File: config.mk
export PLATFORM = sky130hd
export DESIGN_NAME = sig_lut_interp
export DESIGN_NICKNAME = d
export VERILOG_FILES = /design/src/rtl/sig_lut_interp.sv
export SDC_FILE = /design/constraint.sdc
export NUM_CORES = 1
export LEC_CHECK = 0
export BUFFER_PORTS_ARGS = -buffer_cell sky130_fd_sc_hd__buf_2
export CAP_MARGIN = 10
export CELL_PAD_IN_SITES_DETAIL_PLACEMENT = 1
export CELL_PAD_IN_SITES_GLOBAL_PLACEMENT = 1
export CORE_MARGIN = 3
export CORE_UTILIZATION = 41
export CTS_BUF_LIST = sky130_fd_sc_hd__clkbuf_2 sky130_fd_sc_hd__clkbuf_4 sky130_fd_sc_hd__clkbuf_8
export CTS_CLUSTER_SIZE = 16
export DETAILED_ROUTE_END_ITERATION = 8
export GPL_ROUTABILITY_DRIVEN = 0
export GPL_TIMING_DRIVEN = 0
export PLACE_DENSITY_LB_ADDON = 0.1
export SYNTH_ARGS = -nofsm -noshare
export SYNTH_HDL_FRONTEND = slang
export SYNTH_SLANG_ARGS = --single-unit
File: constraint.sdc
create_clock -name clk -period 5.27 [get_ports clk]
set_clock_uncertainty 0.1 [all_clocks]
set_input_delay 0 -clock clk [delete_from_list [all_inputs] [get_ports clk]]
set_output_delay 0 -clock clk [all_outputs]
set_load 0.02 [all_outputs]
File: src/rtl/sig_lut_interp.sv
// Sigmoid LUT interpolator: drives LUT address from the integer nibble, blends base/next by the fraction.
// Two register stages (address/frac, then saturated result); valid/ready on both sides, full-rate streaming.
module sig_lut_interp #(
    parameter int ADDR_W = 4,
    parameter int FRAC_W = 4,
    parameter int DATA_W = 8
) (
    input  logic              clk,
    input  logic              rst,
    input  logic              in_valid,
    output logic              in_ready,
    input  logic [DATA_W-1:0] in_data,
    output logic [ADDR_W-1:0] lut_addr,
    input  logic [DATA_W-1:0] lut_base,
    input  logic [DATA_W-1:0] lut_next,
    output logic              out_valid,
    input  logic              out_ready,
    output logic [DATA_W-1:0] out_data
);

    localparam int PW = DATA_W + FRAC_W + 2;
    localparam logic signed [PW-1:0] HALF    = PW'(2 ** (FRAC_W - 1));
    localparam logic signed [PW-1:0] SAT_MAX = PW'(2 ** (DATA_W - 1) - 1);
    localparam logic signed [PW-1:0] SAT_MIN = PW'(-(2 ** (DATA_W - 1)));

    logic              s1_valid;
    logic [FRAC_W-1:0] s1_frac;
    logic              s1_load;
    logic              s2_load;

    logic signed [DATA_W:0] diff;
    logic signed [PW-1:0]   prod;
    logic signed [PW-1:0]   step;
    logic signed [PW-1:0]   interp;
    logic [DATA_W-1:0]      sat;

    // in_ready must not depend on in_valid, so it is derived only from pipeline occupancy.
    assign s2_load  = s1_valid & (~out_valid | out_ready);
    assign in_ready = ~s1_valid | s2_load;
    assign s1_load  = in_valid & in_ready;

    // Full-precision blend; only the final value is clamped to the output range.
    always_comb begin
        diff   = {lut_next[DATA_W-1], lut_next} - {lut_base[DATA_W-1], lut_base};
        prod   = PW'(diff) * PW'($signed({1'b0, s1_frac}));
        step   = (prod + HALF) >>> FRAC_W;
        interp = PW'($signed(lut_base)) + step;
        sat    = interp[DATA_W-1:0];
        if (interp > SAT_MAX) begin
            sat = SAT_MAX[DATA_W-1:0];
        end else if (interp < SAT_MIN) begin
            sat = SAT_MIN[DATA_W-1:0];
        end
    end

    always_ff @(posedge clk or posedge rst) begin
        if (rst) begin
            s1_valid <= 1'b0;
            lut_addr <= '0;
            s1_frac  <= '0;
        end else if (s1_load) begin
            s1_valid <= 1'b1;
            lut_addr <= in_data[DATA_W-1:FRAC_W];
            s1_frac  <= in_data[FRAC_W-1:0];
        end else if (s2_load) begin
            s1_valid <= 1'b0;
        end
    end

    always_ff @(posedge clk or posedge rst) begin
        if (rst) begin
            out_valid <= 1'b0;
            out_data  <= '0;
        end else if (s2_load) begin
            out_valid <= 1'b1;
            out_data  <= sat;
        end else if (out_ready) begin
            out_valid <= 1'b0;
        end
    end

endmodule
==> out/metrics.cfg <==
[placement]
post-place-ws_ps=-1240
hpwl_um=6490
port_buffers=41
dpl_cell_area_um2=3430

[synthesis]
synth.most_common_cell=inv_1
ys.flop_type=dfrtp_1
postSynth.asyncResetShare=1.00
synth_area_per_cell_um2=8.68
synth_edf_count=0
netlist_top_cells_area=ha_1, dfrtp_1, fa_1, inv_1, xnor2_1
synth_cells=337
synth.largest_area_cell=ha_1
yosysTopAreaCellShare=0.210
ys_top_cells_by_count=inv_1, ha_1, and2_1
netlist_area_um2=2920
synth_cell_types=45
synth-seq-cells=18
yosysWarnings=0
ys_seq_area_frac=0.154
synth_nets=433

[sta]
worst_slack_ps=-588
rsz0062_at_grt=true
finalHoldViolCount=0
period_minus_slack_ps=5860
max_freq_mhz=171
worst_slew_pin_slew_ps=719
fin_worst_hold_slack_ps=144
setup_viol=8
slew_viol_final=0
max_slew_margin=0.520
fin_crit_sh=1.11

[critical_path]
worstSetupStartpointType=input port
crit_path_end_kind=register
arrival_ps=5900
cp_slowest_cell=fa_1
r2r_slack_ps=-410
worstReg2RegStart=s1_frac[0]
r2r_cells=25
worstPathMaxFanout=6
regToRegEndpoint=out_data[3]
criticalPathCategory=in2reg
max_stage_delay_ps=520
cp.required_ps=5310

[worst_hold_path]
hp-class=in2reg
worstHoldPathCells=5
hold_start=lut_base[0]
min_to=out_data[0]

[finish]
fin_nets=511
synthToLayoutAreaGrowth_pct=37.9
fill_cells=797
diodes=0
design_area_um2=4030
drive_gt1_frac=0.353

[clock_network]
htree_levels=1
clock-sinks=18
cts_root_buf=clkbuf_8
cts_buffer_depth=2
clock_latency_ps=260
cts_buffers=3
cts.clk_slew.worst_paths_ps=70
cts_tree=done

[global_routing]
grt_pass1_vias=3020
antenna_found_initial=0
grt_pass1_wl_um=14500
gr-total-overflow=0
grt_max_degree=19
track_usage=0.212

[drt]
dr.pass1.iters=4
wire_per_inst_um=18.1
num_vias=2624
viasPerCell=5.15
drcViolationCount=0
drt-initial-drc-count=67
ant_nets=0
wl_um=9240

[floorplanning]
die_area_um2=8180
row_count=30
initial_core_util=0.426
io_pins=42
core_um2=6870
die_x_um=90.5
die_h_um=90.5

[status]
status=finished, violations left
violations=setup timing

[flow_run]
cap_violations=0

## worst max-delay path by stage
stage | startpoint | slack [ps] | end
after CTS | lut_next[0] | -530 | out_data[2]
after global routing | lut_next[0] | -850 | out_data[2]
after global placement | lut_base[1] | -1000 | out_data[0]
final | lut_next[0] | -590 | out_data[3]
after floorplan | lut_next[0] | -120 | out_data[0]
after detailed placement | lut_base[1] | -1240 | out_data[5]
## area by class of cell
class / count / area [um^2] / share of cell area
buffer: 2 / 16.3 / 0.00403
clock buffer: 4 / 55.1 / 0.0137
inverter: 51 / 211 / 0.0524
multi-input combinational: 266 / 2660 / 0.659
sequential: 18 / 452 / 0.112
tap: 96 / 120 / 0.0298
timing repair buffer: 73 / 520 / 0.129
## layout by cell type, fill, tap and decap left out, drive strengths merged, types with 3 or more instances in the layout
master	netlist	routed
a2111oi	3	3
a211oi	6	6
a21o	7	7
a21oi	16	16
a31oi	3	3
and2	23	23
buf	2	63
clkbuf	0	4
dfrtp	18	18
dlygate4sd3	0	12
fa	19	19
ha	49	49
inv	51	50
mux2	8	8
nand2	19	19
nand2b	7	7
nand3	4	4
nor2	20	20
nor2b	12	12
nor3	3	3
o21a	4	4
o21ai	18	18
xnor2	20	20
xor2	5	5
## metal layers
metal | share of wire | track usage | vias up
li1 | - | - | 1286
met1 | 0.42 | 0.261 | 1309
met2 | 0.56 | 0.408 | 23
met3 | 0.0097 | 0.0158 | 6
met4 | 0.0062 | 0.0344 | 0
met5 | 0 | 0 | -
## through the flow
stage / std cells / util / setup TNS [ps]
floorplan: 337 / - / -818
global placement: 474 / 0.499 / -7620
detailed placement: 474 / 0.499 / -9390
CTS: 502 / 0.559 / -3800
global route: 510 / 0.587 / -6370
finish: 510 / 0.587 / -4210
## cell families (layout without fill, tap and decap cells)
logic type      count (synthesis)  in the layout  share of synthesized area
fa+ha+maj                      68             68                      0.340
xor+xnor                       25             25                     0.0749
mux                             9              9                     0.0342
compound gates                 65             65                      0.145
simple gates                   99             99                      0.181
flops                          18             18                      0.154
buf+inv                        53            130                     0.0710
## timing repair
item                       in CTS  in global routing
setup buffers                  12                  8
setup endpoints to repair       8                  8
hold endpoints to repair       28                  0
pin swaps                      39                 22
hold buffers                   12                  0
gates resized for setup        34                 28
## worst max-delay path: cells and delay by family
family / cells / cell delay, ps
adders and majority gates: 7 / 2480
AOI/OAI and AO/OA: 10 / 1710
and+or+nand+nor: 5 / 920
buffers and inverters: 6 / 510
xor gates and xnor gates: 2 / 250
## flip-flops by register name (all words and copies together) (netlist names)
register and cells:
s1_valid 1, s1_frac 4, out_valid 1, lut_addr 4
out_data 8
Power is not shown: default switching activity piles up to over one toggle a cycle in this logic, so the estimate is an artifact.
